## config.mk

```make
export PLATFORM = sky130hd
export DESIGN_NAME = seg7_scan_display
export DESIGN_NICKNAME = d
export VERILOG_FILES = /design/src/rtl/seg7_scan_display.sv
export SDC_FILE = /design/constraint.sdc
export NUM_CORES = 1
export LEC_CHECK = 0
export CAP_MARGIN = 20
export CORE_MARGIN = 1.5
export CORE_UTILIZATION = 48
export CTS_CLUSTER_SIZE = 10
export DETAILED_ROUTE_END_ITERATION = 10
export PLACE_DENSITY = 0.74
export SYNTH_ARGS = -nofsm -noshare
export SYNTH_HDL_FRONTEND = slang
export SYNTH_SLANG_ARGS = --single-unit
```

## constraint.sdc

```tcl
create_clock -name Clk_100MHz -period 2 [get_ports Clk_100MHz]
set_input_delay 0.4 -clock Clk_100MHz [delete_from_list [all_inputs] [get_ports Clk_100MHz]]
set_output_delay 0.4 -clock Clk_100MHz [all_outputs]
set_load 0.1 [all_outputs]
```

## src/rtl/seg7_scan_display.sv

```systemverilog
// seg7_scan_display: frame-snapshotted 4-digit hex scan of PC/Ins/ALU/Mem onto a common-anode 7-seg display, with freeze hold and blanking
module seg7_scan_display #(
  parameter int REFRESH_DIV = 100000
) (
  input  logic       Clk_100MHz,
  input  logic       Reset,
  input  logic [3:0] PC_4bit,
  input  logic [3:0] Ins_4bit,
  input  logic [3:0] ALU_Out_4bit,
  input  logic [3:0] Mem_Out_4bit,
  input  logic [3:0] Blank_Mask,
  input  logic       Freeze,
  output logic [7:0] Anode,
  output logic [6:0] Seg,
  output logic       Dp,
  output logic       Frame_Tick
);
  localparam int PW = $clog2(REFRESH_DIV);
  logic [PW-1:0] pre;
  logic [1:0] idx;
  logic [15:0] snap;
  logic run, tick, lit;
  logic [3:0] nib;
  logic [6:0] dec;
  always_comb begin
    tick = pre == PW'(REFRESH_DIV - 1);
    lit = run && !tick && !Blank_Mask[idx];
    nib = snap[{idx, 2'b00} +: 4];
    dec = 7'h7F;
    case (nib)
      4'h0: dec = 7'b1000000;
      4'h1: dec = 7'b1111001;
      4'h2: dec = 7'b0100100;
      4'h3: dec = 7'b0110000;
      4'h4: dec = 7'b0011001;
      4'h5: dec = 7'b0010010;
      4'h6: dec = 7'b0000010;
      4'h7: dec = 7'b1111000;
      4'h8: dec = 7'b0000000;
      4'h9: dec = 7'b0010000;
      4'hA: dec = 7'b0001000;
      4'hB: dec = 7'b0000011;
      4'hC: dec = 7'b1000110;
      4'hD: dec = 7'b0100001;
      4'hE: dec = 7'b0000110;
      4'hF: dec = 7'b0001110;
      default: dec = 7'h7F;
    endcase
  end
  always_ff @(posedge Clk_100MHz or negedge Reset)
    if (!Reset) begin
      pre <= '0;
      idx <= 2'd3;
      snap <= 16'h0000;
      run <= 1'b0;
      Anode <= 8'hFF;
      Seg <= 7'h7F;
      Dp <= 1'b1;
      Frame_Tick <= 1'b0;
    end else begin
      pre <= tick ? '0 : pre + 1'b1;
      idx <= tick ? idx + 2'd1 : idx;
      run <= run | tick;
      snap <= (tick && idx == 2'd3 && !Freeze) ? {PC_4bit, Ins_4bit, ALU_Out_4bit, Mem_Out_4bit} : snap;
      Frame_Tick <= tick && idx == 2'd3 && !Freeze;
      Anode <= lit ? ~(8'h01 << idx) : 8'hFF;
      Seg <= lit ? dec : 7'h7F;
      Dp <= !(lit && idx == 2'd0 && Freeze);
    end
endmodule

```

==> results of run 1 <==
## registers in the layout, indices dropped and copies added, names as in the netlist
name        flops
Anode           4
snap           16
run             1
Dp              1
Frame_Tick      1
pre            17
Seg             7
idx             2
## cells in the mapped netlist (all sizes together) (6+ instances only)
cell and number:
xor2 10, nand3 13, o21ai 6, xnor2 8, nor2 9, mux2 17, mux4 6, buf 10
dfrtp 35, dfstp 14, ha 11, nand2 14
## kinds of logic after synthesis
| family | count (synthesis) | share of synthesized area [%] |
|---|---|---|
| XOR/XNOR | 18 | 6.35 |
| AO/OA/AOI/OAI | 17 | 4.28 |
| buffers and inverters | 16 | 4.28 |
| AND/OR/NAND/NOR | 64 | 14.7 |
| adder cells (fa/ha/maj) | 11 | 5.54 |
| flip-flops | 49 | 50.1 |
| other | 1 | 0.151 |
| multiplexers | 23 | 14.7 |
## final cells by class
cell class / instances / area, um2
clock buffers: 7 / 86.3
clock inverters: 1 / 30.0
fillers: 343 / 1550
inverters: 4 / 17.5
multi-input cells: 138 / 1210
flip-flops and latches: 49 / 1240
well taps: 67 / 83.8
repair buffers: 54 / 629
## routing by layer
metal | GRT usage [%] | wire length [um] | vias to the layer above
met4 | 7.27 | 57 | 0
met2 | 30.2 | 2370 | 39
met3 | 3.21 | 151 | 4
met1 | 26.5 | 2230 | 872
met5 | 0 | 0 | -
li1 | - | - | 808
## per-stage QoR
stage | setup TNS, ps | instance area (um2) | setup WS (ps) | hold WS [ps]
2_1_floorplan | -4.08 | 2500 | -4.08 | 104
3_3_place_gp | 0 | 3090 | 28.8 | 326
3_5_place_dp | -40.5 | 3090 | -40.5 | 339
4_1_cts | 0 | 3210 | 14.1 | 10.9
5_1_grt | -108 | 3300 | -33.6 | 14.7
6_report | 0 | 3300 | 38.6 | -0.132
## power groups by stage
stage,clock network [mW],logic (mW),registers (mW)
after floorplan,0,0.0409,1.01
after global placement,0,0.0993,1.01
after detailed placement,0,0.101,1.01
after CTS,0.736,0.101,0.991
after global routing,0.779,0.107,0.992
final,0.718,0.0988,0.991
## worst paths after layout
kind / cells past startpoint / start / slack [ps] / end
min: 1 / Reset / -0.1 / pre[2]
max: 5 / idx[0] / 40 / Seg[3]
max in group asynchronous: 2 / Reset / 1380 / Seg[4]
min reg2reg: 1 / run / 470 / run
max reg2reg: 5 / idx[0] / 40 / Seg[3]
min in group Clk_100MHz: 1 / run / 470 / run
## what timing repair did
item,CTS,global route
resized for setup,1,14
endpoints found under the hold margin,0,0
pin swaps,0,5
cloned,0,1
setup endpoints to repair,1,15
buffers inserted,0,3
hold buffers,0,0
## worst max-delay path: stages (launching register included)
cell and delay [ps]:
dfstp_2 590, mux4_2 600, ha_4 210, or2_2 300
a21oi_2 130, o21ai_1 60
==> impl_metrics.toml, run 1 <==
[run_status]
outcome = "complete, but fails checks"
violations = "negative hold slack"

[layout]
fin_cells = 320
num_antenna_cells = 0
syn2layout_area_growth_pct = 33.0
final_cell_mix = "dfrtp_1, clkdlybuf4s50_1, buf_4"
final_core_util_pct = 68.1
final_common_cell = "dfrtp_1"
fin_nets = 286
drive_gt1_share_pct = 35.6

[clock_network]
htreeDepth = 2
clk_latency_ps = 290
root_buffer = "clkbuf_8"
cts_made_buffers = 5
clk_pin_slew_ps = 90
cts_tree = "done"
clock_path_buffers = 2
cts_sinks = 49

[power_and_ir_drop]
finalPower_mw = 1.81
p_sw_mw = 0.368
combinationalPowerShare_pct = 5.5
pwr-share-seq_pct = 54.8
power_frac_clock_pct = 39.7
swShare_pct = 20.4
ir_worst_vdd_v = 0.000358
p_leak_nw = 1.46
intPower_mw = 1.44
power_density_nw_per_um2 = 547

[setup_path]
arrival_ps = 2190
worstSetupEndpointType = "register"
startpoint_type = "register"
path_class = "reg -> reg"
crit_fanout = 5
cp.required_ps = 2220

[timing]
slew_viol_final = 0
fmax_ghz = 0.510
whs_ps = -0.132
setup_viol = 0
rsz0062_at_grt = "yes"
clock-skew-final_ps = 4.81
finalCritPeriodShare_pct = 98.1
hold_viol = 2
period_needed_ps = 1960

[drt]
routed_wl_mm = 4.80
wl_per_cell_um = 15.0
drt_iter0_drc = 133
ant_nets = 0
drc_errors = 0
vias = 1723
first_pass_iters = 4
via_per_inst = 5.38

[placement]
globalplace.congestion = 0.827
place_inst = 308
io_buffers = 35
dp_hpwl_mm = 3.41

[yosys]
synth_area_leader_cell = "dfrtp_1"
synth_top_area_share_pct = 35.3
synthTopCellsByArea = "dfrtp_1, dfstp_2, mux2_4, ha_1, mux4_2"
ys.flop_type = "dfrtp_1"
synthCells = 199
synth_area_per_cell_um2 = 12.5
yosysUniqueCellTypes = 37
yosys_warnings = 0
async_reset_ff_share_pct = 100
netlist_area_um2 = 2480
synth-seq-area-share_pct = 50.1
synth_seq_cells = 49
synth_edf_count = 0

[die]
dieWidth_um = 74.9
die_h_um = 74.9
dieArea_um2 = 5610
start_util_pct = 51.2
coreArea_um2 = 4850
row_count = 25
io_pins = 40

[min_path]
hold_class = "in -> async"

[run]
drv_cap = 0

[global_routing]
first_global_vias = 1705
overflow = 0
grt_antenna_before_repair = 0
grt_start_max_net_pins = 19
grt_pass1_wl_mm = 8.03
grtUsageTotal_pct = 19.1
(Power assumes the default switching activity.)
==> inputs of run 2 (changes only) <==
- PLACE_DENSITY: 0.74 -> 0.8
- REMOVE_ABC_BUFFERS: not set -> 1
==> impl_metrics.toml, run 2 (synthesized netlist as in run 1, its figures left out) <==
[setup_path]
startpoint_type = "register"
crit_chain = "mux4_2 -> ha_2 -> or2_2 -> a21oi_1 -> o21ai_1"
arrival_ps = 2240
cpPeakStageDelay_ps = 580
crit_fanout = 5
cp.required_ps = 2230
r2r-start = "idx[0]"
path_class = "reg -> reg"
cpLargestDelayFamily = "multiplexers"
crit_buf_inv = 0
crit_start = "idx[0]"
cpMaxStageDelayCell = "mux4_2"
worstSetupEndpointType = "register"
rrSetupSlack_ps = -4

[layout]
syn2layout_area_growth_pct = 30.0
final_common_cell = "dfrtp_1"
fin_nets = 285
reg_top3 = "pre (17), snap (16), Seg (7)"
final_cell_mix = "dfrtp_1, clkdlybuf4s50_1, buf_4"
fin_cells = 319
largest_register_ffs = 17
largest-register = "pre"
drive_gt1_share_pct = 32.5
num_antenna_cells = 0

[drt]
vias = 1766
routed_wl_mm = 5.14
dr_wl_met3_um = 211
first_pass_iters = 4
highest_layer = "met4"
drt_iter0_drc = 158
wl_met1_mm = 2.30
wl_per_cell_um = 16.1
via_per_inst = 5.54
ant_nets = 0
wl_met2_mm = 2.48
drc_errors = 0

[timing]
finalCritPeriodShare_pct = 100
finalWorstSetupSlack_ps = -3.81
whs_ps = 483
clock-skew-final_ps = 8.13
slew_viol_final = 0
hold_viol = 0
fmax_ghz = 0.499
setup_viol = 1
period_needed_ps = 2000

[global_routing]
grtUsageTotal_pct = 19.9
grt_antenna_before_repair = 0
first_global_vias = 1723
grt_pass1_wl_mm = 8.25
overflow = 0
grt_start_max_net_pins = 22

[placement]
globalplace.congestion = 0.898
dp_hpwl_mm = 3.63
place_inst = 306
io_buffers = 35

[die]
coreArea_um2 = 4850
row_count = 25
die_h_um = 74.9
dieWidth_um = 74.9
dieArea_um2 = 5610
io_pins = 40
start_util_pct = 51.2

[clock_network]
cts_tree = "done"
clk_latency_ps = 300
cts_sinks = 49
clock_path_buffers = 2
cts_made_buffers = 5
htreeDepth = 2
root_buffer = "clkbuf_8"
clk_pin_slew_ps = 90

[min_path]
min-delay-start = "run"
hold_class = "reg -> reg"

[run]
drv_cap = 0

[run_status]
violations = "negative setup slack"
outcome = "complete, but fails checks"

[power_and_ir_drop]
ir_worst_vdd_v = 0.000303
power_density_nw_per_um2 = 520
p_leak_nw = 1.43
-- run 2: changes by cell type in the layout (fill, tap and decap cells not counted), sizes merged --
| cell | delta |
|---|---|
| clkbuf | -1 |
| buf | -2 |
| bufinv | -1 |
| dlygate4sd3 | +1 |
| clkinv | +2 |
-- run 2: timing repair --
item / 4_1_cts / 5_1_grt
hold buffers: 1 / 0
cloned: 0 / 1
buffers inserted: 1 / 2
endpoints found under the hold margin: 11 / 0
resized for setup: 0 / 5
endpoints found under the setup margin: 1 / 18
-- run 2: path summary, 6_finish.rpt --
check / to / depth (start not counted)
worst max-delay path: Seg[3] / 5
worst min-delay path: run / 1
worst max register to register: Seg[3] / 5
max in group asynchronous: Seg[1] / 3
min in group asynchronous: pre[4] / 2
worst min register to register: run / 1
-- run 2: layout make-up --
type	instances	area (um2)
inverter	4	15.0
timing repair buffer	53	613
clock inverter	2	8.76
multi-input combinational	138	1180
fill	344	1620
sequential	49	1240
tap	67	83.8
clock buffer	6	82.6
-- run 2: report_power, final --
part	switching [mW]	internal [mW]
clock network	0.310	0.274
registers	0	0.991
logic	0.0594	0.0420
-- run 2: stage by stage --
stage | total power [mW] | util [%] | cell area (um2) | worst slack (ps) | setup TNS, ps
after detailed placement | 1.11 | 63.3 | 3070 | 14.3 | 0
after CTS | 1.69 | 65.5 | 3180 | 9.19 | 0
final | 1.68 | 66.6 | 3230 | -3.81 | -3.81
after global routing | 1.75 | 66.6 | 3230 | -46.8 | -54.3
after floorplan | 1.04 | - | 2400 | -398 | -7330
after global placement | 1.11 | 63.3 | 3070 | 72.5 | 0
-- run 2: worst register-to-register path: cells and delay by family (launching register included) --
kind	cells	cell delay (ps)
multiplexers	1	580
flip-flops	1	570
adder cells (fa/ha/maj)	1	240
AND/OR/NAND/NOR	1	310
AO/OA/AOI/OAI	2	250
-- run 2: per-layer routing --
metal,GRT usage (%),vias up
met1,26.1,891
li1,-,806
met5,0,-
met2,32.4,55
met3,3.61,14
met4,8.89,0
==> inputs of run 3 (changes only) <==
- SETUP_SLACK_MARGIN: not set -> 0.4
==> impl_metrics.toml, run 3 (synthesized netlist as in run 1, its figures left out) <==
[timing]
slew_viol_final = 0
finalCritPeriodShare_pct = 97.2
rsz0062_at_grt = "yes"
hold_viol = 0
period_needed_ps = 1940
finalWorstSetupSlack_ps = 55.9
clock-skew-final_ps = 4.74
fmax_ghz = 0.514
setup_viol = 0

[die]
dieArea_um2 = 5610
coreArea_um2 = 4850
die_h_um = 74.9
row_count = 25
dieWidth_um = 74.9
io_pins = 40
start_util_pct = 51.2

[global_routing]
grt_pass1_wl_mm = 9.39
first_global_vias = 1862
overflow = 0
grtUsageTotal_pct = 23.0
grt_start_max_net_pins = 22
grt_antenna_before_repair = 0

[setup_path]
arrival_ps = 2160
ff2ff_path_depth = 5
crit_chain = "buf_6 -> mux4_2 -> buf_6 -> o211ai_1 -> o211ai_1"
crit_fanout = 11
cp.required_ps = 2210
crit_buf_inv = 2
r2r-start = "idx[0]"
worstSetupEndpointType = "register"
cpPeakStageDelay_ps = 580
cpLargestDelayFamily = "flip-flops"
startpoint_type = "register"
reg2reg_to = "Seg[1]"
rrSetupSlack_ps = 60
cpMaxStageDelayCell = "dfstp_2"
path_class = "reg -> reg"

[placement]
dp_slack_ps = 14.3
place_inst = 306
io_buffers = 35
globalplace.congestion = 0.898
placed_cell_area_um2 = 3070
dp_hpwl_mm = 3.63

[layout]
stdcell_area_um2 = 3490
syn2layout_area_growth_pct = 40.6
reg_top3 = "pre (17), snap (16), Seg (7)"
largest_register_ffs = 17
largest-register = "pre"
fin_nets = 300
drive_gt1_share_pct = 43.1
fin_cells = 334
final_cell_mix = "dfrtp_1, buf_4, clkdlybuf4s50_1"
final_common_cell = "dfrtp_1"
num_antenna_cells = 0

[clock_network]
root_buffer = "clkbuf_8"
cts_made_buffers = 5
htreeDepth = 2
clk_pin_slew_ps = 90
cts_sinks = 49
clock_path_buffers = 2
clk_latency_ps = 300
cts_tree = "done"

[drt]
vias = 1910
routed_wl_mm = 6.26
first_pass_iters = 4
wl_per_cell_um = 18.7
ant_nets = 0
drt_iter0_drc = 224
via_per_inst = 5.72
drc_errors = 0

[power_and_ir_drop]
p_leak_nw = 1.53
power_density_nw_per_um2 = 482
ir_worst_vdd_v = 0.000340

[run]
drv_cap = 0

[run_status]
outcome = "finished clean"

[min_path]
hold_class = "in -> async"
run 3: changes by cell type in the layout (fill, tap and decap cells not counted), moves of 2 or more:
cell	change
ha_1	-3
buf_6	+4
nand3_2	+2
ha_4	+3
buf_4	+10
mux2_2	-7
nand3_1	-2
nand2_2	+5
nand2_1	-5
mux2_4	+7
run 3: layout make-up:
class	count	area, um2
fillers	289	1360
repair buffers	68	758
clock buffers	6	82.6
clock inverters	2	8.76
multi-input cells	138	1300
flip-flops and latches	49	1240
well taps	67	83.8
inverters	4	17.5
run 3: metrics by stage:
step           total power, mW  hold slack, ps  utilization, %  setup TNS, ps
2_1_floorplan             1.04             104               -          -7330
3_3_place_gp              1.11             296            63.3              0
3_5_place_dp              1.11             298            63.3              0
4_1_cts                   1.69             484            69.3              0
5_1_grt                   1.74             494            72.0              0
6_report                  1.68             496            72.0              0
run 3: repair_timing:
action                                  in CTS  in global routing
endpoints found under the hold margin       11                  0
cloned                                       2                  1
hold buffers                                 1                  0
setup buffers                                8                  8
pin swaps                                   12                  7
endpoints found under the setup margin      28                 28
gates resized for setup                     28                 14
run 3: worst reg2reg max path, delay by kind of cell, from the launching register on:
kind / cells / cell delay (ps)
flip-flops: 1 / 580
AO/OA/AOI/OAI: 2 / 360
multiplexers: 1 / 580
buffers and inverters: 2 / 340
run 3: power breakdown:
part	internal (mW)	switching, mW
clock	0.274	0.315
combinational	0.0424	0.0611
sequential	0.991	0
total	1.31	0.376
run 3: per-layer routing:
layer  up-vias  track usage (%)  part of all wire [%]
met2        98             38.7                    50
met1       960             30.0                    41
li1        837                -                     -
met4         0             8.28                   2.3
met3        15             3.75                   6.1
met5         -                0                     0
run 3: how the worst max path moves through the flow:
stage | slack [ps] | cells after the start | startpoint | endpoint
finish | 60 | 5 | idx[0] | Seg[1]
global route | 4 | 5 | idx[0] | Seg[1]
CTS | 90 | 5 | idx[0] | Seg[4]
detailed placement | 10 | 5 | idx[0] | Seg[4]
global placement | 70 | 5 | idx[0] | Seg[3]
floorplan | -400 | 5 | pre[0] | snap[0]
